### src/rtl/psum_drain_ctrl_if.sv
// rtl/psum_drain_ctrl_if.sv - GLB read port and output stream bundle for psum_drain_ctrl
//
// master (controller side):
//   r_req_psum  out  GLB read request
//   r_addr_psum out  GLB read address
//   r_data_psum in   GLB read data, valid one cycle after r_req_psum
//   out_data    out  stream data
//   out_valid   out  stream valid
//   out_last    out  last word of a row
//   out_ready   in   stream ready
// slave: the same signals seen from the GLB / output DMA side.
interface psum_drain_ctrl_if #(
    parameter int DATA_BITWIDTH = 16,
    parameter int ADDR_BITWIDTH = 10
);
    logic                     r_req_psum;
    logic [ADDR_BITWIDTH-1:0] r_addr_psum;
    logic [DATA_BITWIDTH-1:0] r_data_psum;
    logic [DATA_BITWIDTH-1:0] out_data;
    logic                     out_valid;
    logic                     out_ready;
    logic                     out_last;

    modport master (
        output r_req_psum, r_addr_psum, out_data, out_valid, out_last,
        input  r_data_psum, out_ready
    );

    modport slave (
        input  r_req_psum, r_addr_psum, out_data, out_valid, out_last,
        output r_data_psum, out_ready
    );
endinterface

### src/rtl/psum_drain_ctrl.sv
// rtl/psum_drain_ctrl.sv - reads one psum row from the GLB and streams it out through a credit FIFO
//
// Ports:
//   clk         in   clock, rising edge
//   reset       in   synchronous active-low reset
//   drain_start in   one-cycle pulse: drain the current row (ignored while busy)
//   bus         master modport of psum_drain_ctrl_if (GLB read port + output stream)
//   busy        out  high from accepted drain_start until row_done
//   row_done    out  one-cycle pulse, row fully delivered
//   tile_done   out  one-cycle pulse with row_done of the last row
//   row_idx     out  row currently / next drained
module psum_drain_ctrl #(
    parameter int DATA_BITWIDTH  = 16,
    parameter int ADDR_BITWIDTH  = 10,
    parameter int X_dim          = 8,
    parameter int PSUM_LOAD_ADDR = 0,
    parameter int FIFO_DEPTH     = 4
) (
    input  logic                     clk,
    input  logic                     reset,
    input  logic                     drain_start,
    psum_drain_ctrl_if.master        bus,
    output logic                     busy,
    output logic                     row_done,
    output logic                     tile_done,
    output logic [$clog2(X_dim)-1:0] row_idx
);
    localparam int IDX_W = $clog2(X_dim);
    localparam int PTR_W = $clog2(FIFO_DEPTH);
    localparam int CNT_W = PTR_W + 1;
    localparam logic [IDX_W-1:0] LAST_IDX = IDX_W'(X_dim - 1);

    typedef enum logic [1:0] {S_IDLE, S_READ, S_FLUSH, S_DONE} state_t;

    state_t state_q, state_d;
    logic [IDX_W-1:0] col_q, col_d;
    logic [IDX_W-1:0] row_q, row_d;

    // FIFO entry = {last tag, data}
    logic [DATA_BITWIDTH:0] fifo_q [FIFO_DEPTH];
    logic [PTR_W-1:0]       wr_ptr_q, rd_ptr_q;
    logic [CNT_W-1:0]       count_q;
    logic                   inflight_q, inflight_last_q;

    logic issue, push, pop, fifo_empty;

    assign fifo_empty = (count_q == '0);
    // The in-flight read already owns a FIFO slot, so it is counted as a credit.
    assign issue = (state_q == S_READ) &&
                   ((count_q + CNT_W'(inflight_q)) < CNT_W'(FIFO_DEPTH));
    // GLB data arrives exactly one cycle after the request, so capture is just the in-flight flag.
    assign push = inflight_q;
    assign pop  = !fifo_empty && bus.out_ready;

    assign bus.r_req_psum  = issue;
    assign bus.r_addr_psum = issue ? (ADDR_BITWIDTH'(PSUM_LOAD_ADDR)
                                      + ADDR_BITWIDTH'(row_q) * ADDR_BITWIDTH'(X_dim)
                                      + ADDR_BITWIDTH'(col_q)) : '0;

    // Head entry is gated so the stream reads all-zero while empty.
    assign bus.out_valid = !fifo_empty;
    assign bus.out_data  = fifo_empty ? '0 : fifo_q[rd_ptr_q][DATA_BITWIDTH-1:0];
    assign bus.out_last  = !fifo_empty && fifo_q[rd_ptr_q][DATA_BITWIDTH];

    assign busy    = (state_q != S_IDLE);
    assign row_idx = row_q;

    always_comb begin
        state_d   = state_q;
        col_d     = col_q;
        row_d     = row_q;
        row_done  = 1'b0;
        tile_done = 1'b0;
        case (state_q)
            S_IDLE: begin
                if (drain_start) begin
                    state_d = S_READ;
                    col_d   = '0;
                end
            end
            S_READ: begin
                if (issue) begin
                    if (col_q == LAST_IDX) begin
                        col_d   = '0;
                        state_d = S_FLUSH;
                    end else begin
                        col_d = col_q + IDX_W'(1);
                    end
                end
            end
            S_FLUSH: begin
                if (fifo_empty && !inflight_q) state_d = S_DONE;
            end
            S_DONE: begin
                row_done = 1'b1;
                if (row_q == LAST_IDX) begin
                    tile_done = 1'b1;
                    row_d     = '0;
                end else begin
                    row_d = row_q + IDX_W'(1);
                end
                state_d = S_IDLE;
            end
            default: state_d = S_IDLE;
        endcase
    end

    always_ff @(posedge clk) begin
        if (!reset) begin
            state_q         <= S_IDLE;
            col_q           <= '0;
            row_q           <= '0;
            inflight_q      <= 1'b0;
            inflight_last_q <= 1'b0;
            wr_ptr_q        <= '0;
            rd_ptr_q        <= '0;
            count_q         <= '0;
        end else begin
            state_q         <= state_d;
            col_q           <= col_d;
            row_q           <= row_d;
            inflight_q      <= issue;
            inflight_last_q <= issue && (col_q == LAST_IDX);
            if (push) wr_ptr_q <= wr_ptr_q + PTR_W'(1);
            if (pop)  rd_ptr_q <= rd_ptr_q + PTR_W'(1);
            case ({push, pop})
                2'b10:   count_q <= count_q + CNT_W'(1);
                2'b01:   count_q <= count_q - CNT_W'(1);
                default: count_q <= count_q;
            endcase
        end
    end

    // Storage needs no reset: contents are only visible through a non-zero count.
    always_ff @(posedge clk) begin
        if (push) fifo_q[wr_ptr_q] <= {inflight_last_q, bus.r_data_psum};
    end
endmodule

### src/flat_wrapper.sv
// flat-port wrapper written by rule: the top's interface ports become plain ports
module psum_drain_ctrl_flat 
#(
    parameter int DATA_BITWIDTH  = 16,
    parameter int ADDR_BITWIDTH  = 10,
    parameter int X_dim          = 8,
    parameter int PSUM_LOAD_ADDR = 0,
    parameter int FIFO_DEPTH     = 4
)
  (clk, reset, drain_start, busy, row_done, tile_done, row_idx, bus_r_req_psum, bus_r_addr_psum, bus_out_data, bus_out_valid, bus_out_last, bus_r_data_psum, bus_out_ready);
  psum_drain_ctrl_if #(.DATA_BITWIDTH(DATA_BITWIDTH), .ADDR_BITWIDTH(ADDR_BITWIDTH)) bus_i ();
  input  logic clk;
  input  logic reset;
  input  logic drain_start;
  output logic busy;
  output logic row_done;
  output logic tile_done;
  output logic [$clog2(X_dim)-1:0] row_idx;
  output wire logic [$bits(bus_i.r_req_psum)-1:0] bus_r_req_psum;
  output wire logic [$bits(bus_i.r_addr_psum)-1:0] bus_r_addr_psum;
  output wire logic [$bits(bus_i.out_data)-1:0] bus_out_data;
  output wire logic [$bits(bus_i.out_valid)-1:0] bus_out_valid;
  output wire logic [$bits(bus_i.out_last)-1:0] bus_out_last;
  input wire logic [$bits(bus_i.r_data_psum)-1:0] bus_r_data_psum;
  input wire logic [$bits(bus_i.out_ready)-1:0] bus_out_ready;
  assign bus_r_req_psum = bus_i.r_req_psum;
  assign bus_r_addr_psum = bus_i.r_addr_psum;
  assign bus_out_data = bus_i.out_data;
  assign bus_out_valid = bus_i.out_valid;
  assign bus_out_last = bus_i.out_last;
  assign bus_i.r_data_psum = bus_r_data_psum;
  assign bus_i.out_ready = bus_out_ready;
  psum_drain_ctrl #(.DATA_BITWIDTH(DATA_BITWIDTH), .ADDR_BITWIDTH(ADDR_BITWIDTH), .X_dim(X_dim), .PSUM_LOAD_ADDR(PSUM_LOAD_ADDR), .FIFO_DEPTH(FIFO_DEPTH)) u_core (.clk(clk), .reset(reset), .drain_start(drain_start), .bus(bus_i), .busy(busy), .row_done(row_done), .tile_done(tile_done), .row_idx(row_idx));
endmodule
### config.mk
export PLATFORM = sky130hd
export DESIGN_NAME = psum_drain_ctrl_flat
export DESIGN_NICKNAME = d
export VERILOG_FILES = /design/src/rtl/psum_drain_ctrl_if.sv /design/src/rtl/psum_drain_ctrl.sv /design/src/flat_wrapper.sv
export SDC_FILE = /design/constraint.sdc
export NUM_CORES = 1
export LEC_CHECK = 0
export CAP_MARGIN = 20
export CORE_ASPECT_RATIO = 0.7
export CORE_MARGIN = 8
export CORE_UTILIZATION = 40
export DETAILED_ROUTE_END_ITERATION = 16
export GPL_ROUTABILITY_DRIVEN = 0
export GPL_TIMING_DRIVEN = 0
export SETUP_SLACK_MARGIN = 0.2
export SYNTH_ARGS = -nofsm -noshare
export SYNTH_HDL_FRONTEND = slang
export SYNTH_SLANG_ARGS = --single-unit
export TNS_END_PERCENT = 100
### constraint.sdc
create_clock -name clk -period 4.6 [get_ports clk]
set_input_delay 1.15 -clock clk [delete_from_list [all_inputs] [get_ports clk]]
set_output_delay 1.15 -clock clk [all_outputs]
set_load 0.02 [all_outputs]
After elaboration in Yosys (flattened, before gate mapping)
Memory sizes are Yosys's and may differ from the RTL's. A register that Yosys moved wholly into a read port is not among the register bits.
Index checks and enable logic that the tools add are counted.
{ "op_classes": {"addsub": 8, "magnitude_cmp": 1, "n_eq_ne": 11, "muxes": 20, "reduce_logical": 14} }
{ "ops": {"columns": ["cell", "count"], "rows": [
  ["16-bit 2-to-1 mux", 1],
  ["2-bit 2-to-1 mux", 6],
  ["3-bit 2-to-1 mux", 4],
  ["3-bit case mux with 2 select lines", 2],
  ["10-bit 2-to-1 mux", 1],
  ["3-bit by 1-bit adder with 3-bit output, second input constant", 3],
  ["2-bit case mux with 4 select lines", 1],
  ["6-bit by 3-bit adder with 7-bit output", 1],
  ["2-bit equality test, second input constant", 3],
  ["3-bit equality test, second input constant", 2],
  ["2-bit nonzero test", 3],
  ["1-bit logical AND", 5],
  ["1-bit 2-to-1 mux", 5],
  ["2-bit by 1-bit adder with 2-bit output, second input constant", 2],
  ["2-bit by 1-bit equality test with 1-bit output, second input constant", 2],
  ["2-bit by 1-bit != test with 1-bit output, second input constant", 2],
  ["2-bit != test, second input constant", 2],
  ["4-bit AND reduction", 1],
  ["3-bit by 1-bit adder with 3-bit output", 1],
  ["3-bit zero test", 1],
  ["3-bit less-than comparator, second input constant", 1],
  ["3-bit AND reduction", 1],
  ["3-bit by 1-bit subtractor with 3-bit output, second input constant", 1],
  ["1-bit zero test", 2],
  ["2-bit zero test", 1]
]} }
{ "totals": {"reg_bits": 17, "mem_bits_rw": 68, "inputBits": 20, "mem_count": 1} }
{ "mem_list": {"columns": ["memory", "words", "word_bits", "rd", "rd_clocked_by_memory_dff", "wr", "line", "rtl"], "rows": [
  ["u_core.fifo_q", 4, 17, 1, 1, 1, "psum_drain_ctrl.sv:40", "logic [DATA_BITWIDTH:0] fifo_q [FIFO_DEPTH];"]
]} }

Longest topological paths before layout
{ "logic_depth": {"depth_word": 5, "depth_mapped": 8} }

Least setup slack after synthesis
Ideal clock, no wire load.
{ "synth_timing": {"path_type": "input port to flip-flop", "from": "input bus_out_ready", "to": "register u_core.count_q[2]", "setup_time_ps": 76, "t_arrival_ps": 2519, "t_required_ps": 4524, "setup_slack_ps": 2006, "path_stages": 7, "cell_sequence": "and2_1 ha_1 inv_1 fa_1 xor2_1 or3_1 a21boi_0"} }
{ "synth_between": {"elab_chain_len": 3} }
{ "synth_lines": {"columns": ["item", "line", "rtl"], "rows": [
  ["start: declaration", "flat_wrapper.sv:25", "input wire logic [$bits(bus_i.out_ready)-1:0] bus_out_ready;"],
  ["1-bit logical AND (*)", "psum_drain_ctrl.sv:53", "assign pop = !fifo_empty && bus.out_ready;"],
  ["2-bit by 1-bit equality test with 1-bit output or 2-bit equality test (tied branches)", "psum_drain_ctrl.sv:126", "case ({push, pop})"],
  ["3-bit case mux with 2 select lines or 2-bit nonzero test (tied branches)", null, null],
  ["end signal: assignment", "psum_drain_ctrl.sv:127", "2'b10: count_q <= count_q + CNT_W'(1);"],
  ["end signal: assignment", "psum_drain_ctrl.sv:128", "2'b01: count_q <= count_q - CNT_W'(1);"],
  ["end signal: assignment", "psum_drain_ctrl.sv:129", "default: count_q <= count_q;"],
  ["end: declaration", "psum_drain_ctrl.sv:42", "logic [CNT_W-1:0] count_q;"]
]} }
Mark *: on every way between the ends. The rest lies on a longest branch, timed or not.
A chain may end at the register's enable or synchronous reset.

==> impl_metrics.env <==
export IMPL_outcome="finished, final reports clean"
export IMPL_grt_pass1_vias=2021
export IMPL_period_share=0.775
export IMPL_postCtsSetupRepairBufs=0
export IMPL_final_max_slew_violation_count=0
export IMPL_holdCritPathClass="reg -> reg"
export IMPL_start_kind="flop"
export IMPL_synth_seq_area_share=0.656
export IMPL_synthTopCellsByArea="edfxtp_1, mux4_2, dfxtp_1, and2_1, ha_1"
export IMPL_initial_utilization=0.409
export IMPL_grt_max_degree=18
export IMPL_async_reset_ff_frac=0
export IMPL_layout_nets=329
export IMPL_crit_chain="clkbuf_1, buf_2, mux4_2, and2_1, clkdlybuf4s50_1"
export IMPL_finalHoldViolCount=0
export IMPL_routed_wl_um=6590
export IMPL_peakVddDrop_uv=225
export IMPL_area_delta_synth_final_pct=25.4
export IMPL_p_leak_nw=1.61
export IMPL_clk_pin_slew_ps=60
export IMPL_boundaryPins=55
export IMPL_die_w_um=131
export IMPL_die_area_um2=12600
export IMPL_clock_fmax_mhz=281
export IMPL_ys_warn_count=0
export IMPL_finalSetupViolCount=0
export IMPL_skew_ps=6.78
export IMPL_avgSynthCellArea_um2=16.1
export IMPL_crit_arrival_ps=2410
export IMPL_numCtsBuffers=9
export IMPL_cp_data_required_time_ps=3450
export IMPL_fin_util=0.513
export IMPL_avgRoutedWirePerCell_um=15.6
export IMPL_vias_per_cell=4.56
export IMPL_cts_htree_levels=3
export IMPL_synthCells=230
export IMPL_path_class="reg -> out"
export IMPL_port_buffers=50
export IMPL_std_cell_rows=29
export IMPL_setup_tns_ps=0
export IMPL_gr_total_overflow=0
export IMPL_cts_tree="done"
export IMPL_yosys_area_top_type="edfxtp_1"
export IMPL_synth_edf_count=68
export IMPL_critPathTopFamily="buffers and inverters"
export IMPL_power_density_nw_per_um2=503
export IMPL_cts_sinks=87
export IMPL_grt_pass1_wl_um=10500
export IMPL_max_stage_delay_ps=530
export IMPL_synth_seq_cells=87
export IMPL_netlist_area_um2=3690
export IMPL_groute_usage_overall=0.111
export IMPL_num_vias=1927
export IMPL_core_um2=9030
export IMPL_worst_slew_pin_slew_ps=941
export IMPL_post_route_min_period_ps=3560
export IMPL_relSlewSlack=0.373
export IMPL_dr_pass1_iters=4
export IMPL_rsz0062_at_grt="no"
export IMPL_crit_slowest_cell="clkdlybuf4s50_1"
export IMPL_cts_resized=0
export IMPL_hold_buffers=0
export IMPL_drc_errors=0
export IMPL_drtIter0Drc=201
export IMPL_die_h_um=96.4
export IMPL_antenna_found_initial=0
export IMPL_postRouteAntennaNets=0
export IMPL_yosys_top_cells_count="edfxtp_1, and2_1, dfxtp_1"
export IMPL_clock_latency_ps=330
export IMPL_crit_fanout=10
export IMPL_drive_gt1_frac=0.147
export IMPL_cp_end_kind="output pin"
export IMPL_cts_root_buffer="clkbuf_16"
export IMPL_synth_top_cell_area_share=0.553
export IMPL_yosysMostFrequentCell="edfxtp_1"
export IMPL_synthFlopType="edfxtp_1"
export IMPL_ys_types=31
export IMPL_critPathBufInv=3
export IMPL_diodes=0
export IMPL_dp_hpwl_um=4550
export IMPL_cap_violations=0
export IMPL_clock_path_buffers=2
==> registers in the layout, summed over array words and instances (netlist names), named ones only <==
register                flops
u_core.wr_ptr_q             2
u_core.state_q              2
u_core.rd_ptr_q             2
u_core.inflight_last_q      1
u_core.col_q                3
u_core.inflight_q           1
u_core.fifo_q              68
u_core.row_idx              3
u_core.count_q              3
==> final timing paths <==
check               startpoint                end  slack, ps  cells after the start
max                       flop    bus_out_data[4]       1040                      5
min            u_core.col_q[1]    u_core.col_q[1]        480                      2
max reg2reg  u_core.count_q[2]  u_core.count_q[2]       2450                      8
min reg2reg    u_core.col_q[1]    u_core.col_q[1]        480                      2
==> per-stage QoR <==
stage | instance area [um2] | hold slack [ps] | setup slack, ps | instances | total power, mW
global placement | 4360 | 465 | 1320 | 407 | 1.70
global route | 4630 | 509 | 880 | 423 | 2.45
CTS | 4630 | 482 | 960 | 423 | 2.36
detailed placement | 4360 | 472 | 1320 | 407 | 1.70
floorplan | 3700 | 438 | 2010 | 233 | 1.43
finish | 4630 | 477 | 1040 | 423 | 2.33
==> area by class of cell <==
cell class / count / area [um2]
clock buffer: 10 / 229
multi-input combinational: 121 / 1160
fill: 766 / 4400
inverter: 11 / 41.3
buffer: 14 / 82.6
tap: 124 / 155
timing repair buffer: 50 / 500
sequential: 87 / 2420
clock inverter: 6 / 42.5
==> per-layer routing <==
layer	global-route usage	vias up	routed length (um)
met5	0	-	0
met4	0.0343	0	59
met3	0.0444	6	425
met2	0.163	37	2890
met1	0.147	928	3210
li1	-	956	-
==> worst min-delay path: cells and delay by family, from the launching register on <==
family / cells / cell delay (ps)
mux: 1 / 50
simple gates: 1 / 50
flops: 1 / 320
==> where the power goes <==
group	leakage, nW	internal (mW)	switching, mW
combinational	0.712	0.356	0.372
sequential	0.768	0.911	0.0327
clock	0.131	0.369	0.289
==> kinds of logic (layout without fill, tap and decap cells) <==
| logic type | count (synthesis) | in the layout | synth area share |
|---|---|---|---|
| AOI/OAI and AO/OA | 8 | 8 | 0.0149 |
| xor gates and xnor gates | 7 | 7 | 0.0166 |
| adders and majority gates | 15 | 15 | 0.0529 |
| buffers and inverters | 25 | 91 | 0.0335 |
| DFF | 87 | 87 | 0.656 |
| muxes | 25 | 25 | 0.125 |
| other | 1 | 4 | 0.00102 |
| and+or+nand+nor | 62 | 62 | 0.0996 |
==> placed cells by master, fill, tap and decap left out, drive strengths merged, types with 4 or more instances in the layout <==
master / n
nand3: 4
and3: 6
and2: 29
nand2: 10
inv: 14
clkdlybuf4s50: 50
conb: 4
mux2i: 8
nor2b: 5
mux4: 17
xnor2: 4
edfxtp: 68
ha: 14
dfxtp: 19
buf: 9
clkbuf: 15
Power figures use the tool's default switching activity.
